$ cat src/rtl/usb_packet_tx.sv
// usb_packet_tx: frames a burst of 16-bit payload words into an FT245-style
// byte stream: a run of header key bytes, the payload (high byte first) and
// a run of trailer key bytes.
//
// Each byte is sent by a small sub-FSM with three states:
//   WAIT_TXE  - wait until the FIFO reports free space
//   STROBE    - drive FT_WR high
//   RECOVER   - drive FT_WR low again
// FT_DATA_Out is loaded one cycle before FT_WR rises and stays unchanged
// until RECOVER ends.
//
// Optional feature (macro USB_TX_CHECKSUM_EN): after the payload, one extra
// byte is sent before the trailer. It is the XOR of all payload bytes.
module usb_packet_tx #(
  parameter int HEADER_KEY_SYMBOL         = 85,
  parameter int HEADER_KEY_SYMBOL_NUMBER  = 12,
  parameter int TRAILER_KEY_SYMBOL        = 170,
  parameter int TRAILER_KEY_SYMBOL_NUMBER = 8,
  parameter int WR_PULSE_CYCLES           = 4,
  parameter int RECOVER_CYCLES            = 4,
  parameter int TXE_TIMEOUT               = 1024
) (
  input  logic        clk,
  input  logic        rst,
  input  logic        start,
  input  logic [7:0]  word_count,
  input  logic [15:0] tx_data,
  input  logic        tx_valid,
  output logic        tx_ready,
  output logic        busy,
  output logic        done,
  output logic        error,
  input  logic        FT_TXEn,
  output logic        FT_WR,
  output logic [7:0]  FT_DATA_Out,
  output logic        FT_DATA_Oe
);

  localparam int TO_W = (TXE_TIMEOUT > 1) ? $clog2(TXE_TIMEOUT) : 1;
  localparam logic [7:0]      HDR_BYTE  = 8'(HEADER_KEY_SYMBOL);
  localparam logic [7:0]      TRL_BYTE  = 8'(TRAILER_KEY_SYMBOL);
  localparam logic [8:0]      HDR_LAST  = 9'(HEADER_KEY_SYMBOL_NUMBER - 1);
  localparam logic [8:0]      TRL_NUM   = 9'(TRAILER_KEY_SYMBOL_NUMBER);
  localparam logic [3:0]      WR_LAST   = 4'(WR_PULSE_CYCLES - 1);
  localparam logic [3:0]      REC_LAST  = 4'(RECOVER_CYCLES - 1);
  localparam logic [TO_W-1:0] TO_LAST   = TO_W'(TXE_TIMEOUT - 1);

  // The top state names the section that the next byte to be loaded
  // belongs to. It therefore moves ahead of the byte currently on the wire.
  typedef enum logic [2:0] {
    T_IDLE     = 3'd0,
    T_HEADER   = 3'd1,
    T_PAYLOAD  = 3'd2,
    T_TRAILER  = 3'd3,
    T_DONE     = 3'd4
`ifdef USB_TX_CHECKSUM_EN
    , T_CHECKSUM = 3'd5
`endif
  } top_t;

  typedef enum logic [1:0] {
    S_WAIT_TXE = 2'd0,
    S_STROBE   = 2'd1,
    S_RECOVER  = 2'd2
  } sub_t;

  top_t            r_top;
  sub_t            r_sub;
  logic            r_txe_meta;
  logic            r_txe_sync;
  logic [7:0]      r_wc;
  logic [8:0]      r_cnt;        // bytes already loaded in the current section
  logic [7:0]      r_fetched;    // payload words taken so far
  logic [15:0]     r_word;
  logic            r_have_word;  // r_word still holds a byte that has not been loaded
  logic            r_data_ok;    // FT_DATA_Out holds the byte due next
  logic [3:0]      r_pulse_cnt;
  logic [TO_W-1:0] r_to_cnt;
  logic            r_tx_ready;
  logic            r_busy;
  logic            r_done;
  logic            r_error;
  logic            r_wr;
  logic [7:0]      r_data;
  logic            r_oe;
`ifdef USB_TX_CHECKSUM_EN
  logic [7:0]      r_csum;
`endif

  logic            w_avail;
  logic [7:0]      w_byte;
  logic            w_load;
  logic            w_rec_end;
  logic [8:0]      w_pay_last;
  top_t            w_after_payload;

  assign tx_ready    = r_tx_ready;
  assign busy        = r_busy;
  assign done        = r_done;
  assign error       = r_error;
  assign FT_WR       = r_wr;
  assign FT_DATA_Out = r_data;
  assign FT_DATA_Oe  = r_oe;

  assign w_pay_last = {r_wc, 1'b0} - 9'd1;
  assign w_rec_end  = (r_sub == S_RECOVER) && (r_pulse_cnt == REC_LAST);

  // A byte is loaded when RECOVER ends, or while waiting if the byte was not yet available.
  assign w_load = w_avail &&
                  (((r_sub == S_WAIT_TXE) && !r_data_ok) || w_rec_end);

  // Two-flop synchronizer for the asynchronous FIFO-full flag.
  always_ff @(posedge clk or posedge rst) begin
    if (rst) begin
      r_txe_meta <= 1'b1;
      r_txe_sync <= 1'b1;
    end else begin
      r_txe_meta <= FT_TXEn;
      r_txe_sync <= r_txe_meta;
    end
  end

  // Choose the section that follows the payload.
  always_comb begin
`ifdef USB_TX_CHECKSUM_EN
    w_after_payload = T_CHECKSUM;
`else
    w_after_payload = T_TRAILER;
`endif
  end

  // Select the next byte and check whether it is available now.
  always_comb begin
    w_avail = 1'b0;
    w_byte  = 8'h00;
    case (r_top)
      T_HEADER: begin
        w_avail = 1'b1;
        w_byte  = HDR_BYTE;
      end
      T_PAYLOAD: begin
        if (r_cnt[0] == 1'b0) begin
          w_avail = r_have_word;
          w_byte  = r_word[15:8];
        end else begin
          w_avail = 1'b1;
          w_byte  = r_word[7:0];
        end
      end
`ifdef USB_TX_CHECKSUM_EN
      T_CHECKSUM: begin
        w_avail = 1'b1;
        w_byte  = r_csum;
      end
`endif
      T_TRAILER: begin
        w_avail = (r_cnt < TRL_NUM);
        w_byte  = TRL_BYTE;
      end
      default: begin
        w_avail = 1'b0;
        w_byte  = 8'h00;
      end
    endcase
  end

  // Packet sequencer, byte strobe engine and payload word fetch.
  always_ff @(posedge clk or posedge rst) begin
    if (rst) begin
      r_top       <= T_IDLE;
      r_sub       <= S_WAIT_TXE;
      r_wc        <= 8'd0;
      r_cnt       <= 9'd0;
      r_fetched   <= 8'd0;
      r_word      <= 16'h0000;
      r_have_word <= 1'b0;
      r_data_ok   <= 1'b0;
      r_pulse_cnt <= 4'd0;
      r_to_cnt    <= '0;
      r_tx_ready  <= 1'b0;
      r_busy      <= 1'b0;
      r_done      <= 1'b0;
      r_error     <= 1'b0;
      r_wr        <= 1'b0;
      r_data      <= 8'h00;
      r_oe        <= 1'b0;
`ifdef USB_TX_CHECKSUM_EN
      r_csum      <= 8'h00;
`endif
    end else begin
      r_done <= 1'b0;

      // Fetch the next word ahead of time. Fetching starts as soon as the
      // previous word's low byte has been loaded, so a steady data source
      // never stalls the byte stream.
      if (r_tx_ready) begin
        r_tx_ready  <= 1'b0;
        r_word      <= tx_data;
        r_have_word <= 1'b1;
        r_fetched   <= r_fetched + 8'd1;
      end else if ((r_top == T_PAYLOAD) && !r_have_word && tx_valid &&
                   (r_fetched < r_wc)) begin
        r_tx_ready <= 1'b1;
      end else begin
        r_tx_ready <= 1'b0;
      end

      case (r_top)
        T_IDLE: begin
          if (start) begin
            r_top       <= T_HEADER;
            r_sub       <= S_WAIT_TXE;
            r_busy      <= 1'b1;
            r_oe        <= 1'b1;
            r_error     <= 1'b0;
            r_wc        <= word_count;
            r_cnt       <= 9'd0;
            r_fetched   <= 8'd0;
            r_have_word <= 1'b0;
            r_data_ok   <= 1'b0;
            r_pulse_cnt <= 4'd0;
            r_to_cnt    <= '0;
`ifdef USB_TX_CHECKSUM_EN
            r_csum      <= 8'h00;
`endif
          end else begin
            r_busy <= 1'b0;
          end
        end
        T_DONE: begin
          r_top  <= T_IDLE;
          r_busy <= 1'b0;
          r_oe   <= 1'b0;
        end
        default: begin
          case (r_sub)
            S_WAIT_TXE: begin
              if (r_data_ok) begin
                if (!r_txe_sync) begin
                  r_sub       <= S_STROBE;
                  r_wr        <= 1'b1;
                  r_pulse_cnt <= 4'd0;
                  r_to_cnt    <= '0;
                end else if (r_to_cnt == TO_LAST) begin
                  r_error     <= 1'b1;
                  r_top       <= T_IDLE;
                  r_busy      <= 1'b0;
                  r_oe        <= 1'b0;
                  r_wr        <= 1'b0;
                  r_data_ok   <= 1'b0;
                  r_to_cnt    <= '0;
                  r_tx_ready  <= 1'b0;
                end else begin
                  r_to_cnt <= r_to_cnt + 1'b1;
                end
              end else begin
                r_to_cnt <= '0;
              end
            end
            S_STROBE: begin
              if (r_pulse_cnt == WR_LAST) begin
                r_wr        <= 1'b0;
                r_sub       <= S_RECOVER;
                r_pulse_cnt <= 4'd0;
              end else begin
                r_pulse_cnt <= r_pulse_cnt + 4'd1;
              end
            end
            S_RECOVER: begin
              if (r_pulse_cnt == REC_LAST) begin
                r_pulse_cnt <= 4'd0;
                r_sub       <= S_WAIT_TXE;
                r_data_ok   <= 1'b0;
                // The trailer has no bytes left only after its last byte was sent.
                if (!w_avail && (r_top == T_TRAILER)) begin
                  r_top  <= T_DONE;
                  r_done <= 1'b1;
                end
              end else begin
                r_pulse_cnt <= r_pulse_cnt + 4'd1;
              end
            end
            default: begin
              r_sub <= S_WAIT_TXE;
              r_wr  <= 1'b0;
            end
          endcase

          // Load the next byte. The section counters advance as each byte
          // is loaded, not when it is strobed.
          if (w_load) begin
            r_data    <= w_byte;
            r_data_ok <= 1'b1;
            case (r_top)
              T_HEADER: begin
                if (r_cnt == HDR_LAST) begin
                  r_cnt <= 9'd0;
                  r_top <= (r_wc == 8'd0) ? w_after_payload : T_PAYLOAD;
                end else begin
                  r_cnt <= r_cnt + 9'd1;
                end
              end
              T_PAYLOAD: begin
`ifdef USB_TX_CHECKSUM_EN
                r_csum <= r_csum ^ w_byte;
`endif
                if (r_cnt[0]) begin
                  r_have_word <= 1'b0;
                end else begin
                  r_have_word <= r_have_word;
                end
                if (r_cnt == w_pay_last) begin
                  r_cnt <= 9'd0;
                  r_top <= w_after_payload;
                end else begin
                  r_cnt <= r_cnt + 9'd1;
                end
              end
`ifdef USB_TX_CHECKSUM_EN
              T_CHECKSUM: begin
                r_cnt <= 9'd0;
                r_top <= T_TRAILER;
              end
`endif
              T_TRAILER: begin
                r_cnt <= r_cnt + 9'd1;
              end
              default: begin
                r_cnt <= r_cnt;
              end
            endcase
          end
        end
      endcase
    end
  end

endmodule

$ cat config.mk
export PLATFORM = sky130hd
export DESIGN_NAME = usb_packet_tx
export DESIGN_NICKNAME = d
export VERILOG_FILES = /design/src/rtl/usb_packet_tx.sv
export SDC_FILE = /design/constraint.sdc
export NUM_CORES = 1
export LEC_CHECK = 0
export ABC_AREA = 1
export CELL_PAD_IN_SITES_DETAIL_PLACEMENT = 1
export CELL_PAD_IN_SITES_GLOBAL_PLACEMENT = 1
export CORE_UTILIZATION = 30
export CTS_CLUSTER_DIAMETER = 30
export CTS_CLUSTER_SIZE = 24
export DETAILED_ROUTE_END_ITERATION = 16
export HOLD_SLACK_MARGIN = 0.08
export PLACE_DENSITY = 0.69
export SLEW_MARGIN = 40
export SYNTH_ARGS = -nofsm -noshare
export SYNTH_HDL_FRONTEND = slang
export SYNTH_SLANG_ARGS = --single-unit
$ cat constraint.sdc
create_clock -name clk -period 6.7 [get_ports clk]
set_input_delay 0.67 -clock clk [delete_from_list [all_inputs] [get_ports clk]]
set_output_delay 0.67 -clock clk [all_outputs]
set_load 0.005 [all_outputs]
# Word level (Yosys, flattened, before mapping)
# Cells that the tools add are included.
[op_classes]
mux = 86
magnitude_cmp = 2
bitwise = 3
n_addsub = 5
reduce_logical = 39
div = 0
eq_ne = 20
n_mul = 0
shifts = 0
[op_table]
columns = ["cell", "n"]
rows = [
  ["10-bit two-way mux", 5],
  ["1-bit two-way mux", 36],
  ["9-bit two-way mux", 4],
  ["8-bit two-way mux", 4],
  ["3-bit two-way mux", 9],
  ["9-bit one-hot mux with 3 select lines", 1],
  ["8-bit one-hot mux with 3 select lines", 1],
  ["10-bit one-hot mux with 2 select lines", 1],
  ["3-bit one-hot mux with 2 select lines", 3],
  ["9-bit one-hot mux with 2 select lines", 1],
  ["4-bit two-way mux", 4],
  ["4-bit one-hot mux with 2 select lines", 2],
  ["5-bit AND reduction", 3],
  ["3-bit nonzero test", 5],
  ["1-bit one-hot mux with 2 select lines", 6],
  ["4-bit AND reduction", 3],
  ["6-bit AND reduction", 2],
  ["10-bit by 1-bit adder with 10-bit output (second input constant)", 1],
  ["10-bit == test (second input constant)", 1],
  ["2-bit two-way mux", 5],
  ["2-bit nonzero test", 5],
  ["9-bit by 1-bit adder with 9-bit output (second input constant)", 1],
  ["9-bit by 4-bit == test with 1-bit output (second input constant)", 1],
  ["9-bit == test", 1],
  ["other kinds (31)", 50],
]
[totals]
latch_bits = 0
word_cells = 174
regBits = 78
memories = 0
inputBits = 29
ram_bits = 0
output_inout_bits = 14
mem_bits_ro = 0

# Logic depth before layout (Yosys ltp)
[depth]
ltp_word = 11
depth_mapped = 13
depth_no_buf = 13

# Least setup slack after synthesis
# Ideal clock, no wire load.
[synth_path]
kind = "flip-flop to flip-flop"
start = "register r_wc[0]"
end = "register r_cnt[2]"
arrival_ps = 1577
t_required_ps = 6574
setup_slack_ps = 4997
synth_period_minus_slack_ps = 1703
path_stages_with_launch = 12
setup_ps = 126
n_path_buf = 0
cell_sequence = "dfrtp_1 -> inv_1 -> ha_1 -> nand3_1 -> nand2_1 -> nand2_1 -> nor2_1 -> nand2_1 -> nor2_1 -> nand3_1 -> nand2_1 -> a21oi_1"
[synth_between]
elab_chain_len = 6
[synth_lines]
columns = ["element", "line", "source"]
rows = [
  ["start, declared", "71", "logic [7:0] r_wc;"],
  ["start signal, assigned", "216", "r_wc <= word_count;"],
  ["9-bit by 1-bit subtractor with 9-bit output", "105", "assign w_pay_last = {r_wc, 1'b0} - 9'd1;"],
  ["9-bit == test", "312", "if (r_cnt == w_pay_last) begin"],
  ["9-bit two-way mux", "312", ""],
  ["9-bit one-hot mux with 3 select lines", "294", "case (r_top)"],
  ["9-bit two-way mux", "291", "if (w_load) begin"],
  ["9-bit one-hot mux with 2 select lines", "208", "case (r_top)"],
  ["end signal, assigned", "300", "r_cnt <= r_cnt + 9'd1;"],
  ["end signal, assigned", "316", "r_cnt <= r_cnt + 9'd1;"],
  ["end signal, assigned", "326", "r_cnt <= r_cnt + 9'd1;"],
  ["end, declared", "72", "logic [8:0] r_cnt;"],
]
# No other way between the ends. The select of a mux whose other input is x is not followed.
# A chain may end at the register's enable or synchronous reset.

# Worst setup path in the final report
[layout_path]
start = "register r_tx_ready (netlist: tx_ready)"
end = "output tx_ready"
[layout_lines]
columns = ["element", "line", "source"]
rows = [
  ["start, declared", "79", "logic r_tx_ready;"],
  ["start signal, assigned", "180", "r_tx_ready <= 1'b0;"],
  ["start signal, assigned", "197", "r_tx_ready <= 1'b0;"],
  ["start signal, assigned", "203", "r_tx_ready <= 1'b1;"],
  ["end, declared", "29", "output logic tx_ready,"],
]
# No word-level cell between the ends.

==> metrics.md <==
| Metric | Value |
|---|---|
| Outcome | finished clean |
| Syn Nets | 623 |
| Post-Route WL | 11.93 mm |
| Critical Path End Type | output pin |
| Final hold slack | 355.5 ps |
| Non-Filler Instances | 805 |
| Worst Setup Start Kind | flop |
| Io pins | 43 |
| Final core utilization | 0.3723 |
| Post-CTS Resized | 0 |
| Total placed cells including tap cells | 789 |
| Tcrit/Tclk final | 0.3617 |
| CTS root buf | clkbuf_16 |
| Commonest non-fill, non-tap cell in the layout | nand2_1 |
| Number of synthesized flops with an enable pin | 0 |
| First-pass GRT wire length | 20.60 mm |
| Die W | 122.5 um |
| Top_reg_cell synth | dfrtp_1 |
| Rows | 43 |
| Final TNS setup | 0 ps |
| Final Hold Viols | 0 |
| CTS tree | yes |
| Syn-to-layout area delta | 20.02% |
| Yosys Warn Count | 0 |
| Worst Path Class, Setup | reg -> out |
| Commonest cells after routing, fill and taps aside | nand2_1 (154), dfrtp_1 (76), inv_1 (70), nor2_1 (58), clkdlybuf4s50_1 (42) |
| Ant diodes | 0 |
| 1st-iter DRT viols | 132 |
| Actual slew at the worst max-slew pin | 752.5 ps |
| Core region area | 0.01404 mm^2 |
| Number of global-route vias before repair | 4203 |
| Die height | 122.5 um |
| Footprint of the multi-input gates | 0.002037 mm^2 |
| Mapped Cells | 577 |
| Register bit total from synthesis | 78 |
| Hpwl dp | 8.894 mm |
| CP cell instances | buf_4, clkdlybuf4s50_1 |
| CP max-delay cell | clkdlybuf4s50_1 |
| Upper clock frequency limit | 0.4127 GHz |
| Clock transition at the registers of the reported paths | 60 ps |
| Largest cells by area after synthesis | dfrtp_1 (44%), nand2_1 (13%), inv_1 (6.1%) |
| Seq/Total Area, Yosys | 0.4487 |
| Pwr dens | 355.6 mW/mm^2 |
| H-tree depth | 3 |
| CP arrival | 1750 ps |
| Port bufs | 42 |
| Synth area leader | dfrtp_1 |
| Initial antenna violation count | 0 |
| GR Util All Layers | 0.1775 |
| Vias | 3962 |
| CTS Buffer Depth | 2 |
| Mapped Avg Cell Area | 7.548 um^2 |
| DR vias/cell | 4.922 |
| DR pass1 iterations | 4 |
| Synthesized cell area | 0.004355 mm^2 |
| Asr flop ratio synth | 1.000 |
| Initial Util | 0.3102 |
| Number of setup violations in the final report | 0 |
| Hold-fix buffers at CTS | 0 |
| Total leakage power | 2.439 nW |
| Total Nets Final | 666 |
| Distinct cells, synth | 37 |
| CP max FO | 27 |
| Worst ir drop on vdd | 0.0001212 V |
| Total grt overflow | 0 |
| Relative slew slack | 0.4983 |
| Min Tclk post-route | 2423 ps |
| Max-cap check violation count | 0 |
| Pin count of the biggest net entering global routing | 79 |
| Register area | 0.001954 mm^2 |
| Clk sink count | 78 |
| RSZ-0062 raised after global routing | no |
| Cts bufs inserted | 9 |
| Post-route DRC | 0 |
| Setup Skew | 4.628 ps |
| GPL Wtd Cong | 0.8207 |
| Die area | 0.01500 mm^2 |
| WP data required | 6030 ps |
| Fillers | 1720 |
| DRT antenna net count | 0 |
| Class of the worst hold path | reg -> reg |
| Post-CTS Setup Repair Bufs | 0 |
| Max incr delay on CP | 560 ps |
| Wire length per cell | 14.81 um |
| Max Slew Vio Count | 0 |
| Clk_lat worst skew | 340 ps |
| Share of cells above drive strength 1 | 0.05920 |
| Synth top area share | 0.4367 |
[critical path, delay by kind of cell, from the launching register on]
family,cells,cell delay (ps)
buf+inv,2,910
flops,1,500
[where the power goes]
part           switching (mW)  internal (mW)
Clock                   0.194          0.259
Sequential              0.102          0.563
Combinational           0.475          0.266
[flip-flops by register name (all words and copies together), names as in the netlist, 2 cells and up]
signal	flops
r_pulse_cnt	4
r_wc	8
r_sub	2
FT_DATA_Out	8
r_word	16
r_top	3
r_cnt	9
r_to_cnt	10
r_fetched	8
[logic make-up (layout without fill, tap and decap cells)]
| logic type | count (synthesis) | count (layout) | share of synthesized area |
|---|---|---|---|
| simple gates | 283 | 283 | 0.2769 |
| compound gates | 100 | 100 | 0.1258 |
| buf+inv | 91 | 139 | 0.08360 |
| flops | 78 | 78 | 0.4487 |
| fa+ha+maj | 17 | 17 | 0.04884 |
| xor+xnor | 8 | 8 | 0.01609 |
[layer usage]
| metal | vias up | wire (um) | share of wire | track usage |
|---|---|---|---|---|
| met5 | - | 0 | 0 | 0 |
| met4 | 0 | 142 | 0.012 | 0.05488 |
| met3 | 10 | 252 | 0.021 | 0.02742 |
| met2 | 45 | 5859 | 0.49 | 0.3051 |
| met1 | 1947 | 5669 | 0.48 | 0.2277 |
| li1 | 1960 | - | - | - |
[synth_stat cells, types with 5 or more instances]
master,number
xnor2_1,5
a21oi_1,33
ha_1,17
nand2_1,154
nand4_1,13
o21ai_0,41
nor2_1,58
dfrtp_1,76
nand3_1,38
nor3_1,6
clkbuf_1,8
inv_1,71
a31oi_1,8
[worst paths after layout]
path	startpoint	endpoint	slack, ps	cells after the start
setup / recovery	tx_ready$_DFF_PP0_	tx_ready	4280	2
min in group asynchronous	rst	r_fetched[6]$_DFF_PP0_	860	3
hold / removal	r_txe_meta$_DFF_PP1_	r_txe_sync$_DFF_PP1_	360	0
hold reg to reg	r_txe_meta$_DFF_PP1_	r_txe_sync$_DFF_PP1_	360	0
max in group asynchronous	rst	FT_DATA_Out[7]$_DFFE_PP0P_	5320	3
setup reg to reg	r_top[0]$_DFFE_PP0N_	r_cnt[3]$_DFFE_PP0P_	4340	10
[through the flow]
| step | power [mW] | cell area (um^2) | worst slack, ps |
|---|---|---|---|
| 6_report | 1.859 | 5228 | 4277 |
| 5_1_grt | 2.014 | 5228 | 4063 |
| 4_1_cts | 1.876 | 5228 | 4258 |
| 3_5_place_dp | 1.412 | 4959 | 4043 |
| 3_3_place_gp | 1.379 | 4955 | 4191 |
| 2_1_floorplan | 1.165 | 4355 | 4038 |
[final cells by class]
| cell class | instances | area share |
|---|---|---|
| multi-input cells | 408 | 0.3897 |
| flip-flops and latches | 78 | 0.3739 |
| repair buffers | 45 | 0.08545 |
| inverters | 78 | 0.05649 |
| clock buffers | 12 | 0.04715 |
| well taps | 180 | 0.04308 |
| clock inverters | 4 | 0.004308 |
Note: power is estimated with default switching activity, not from simulation.
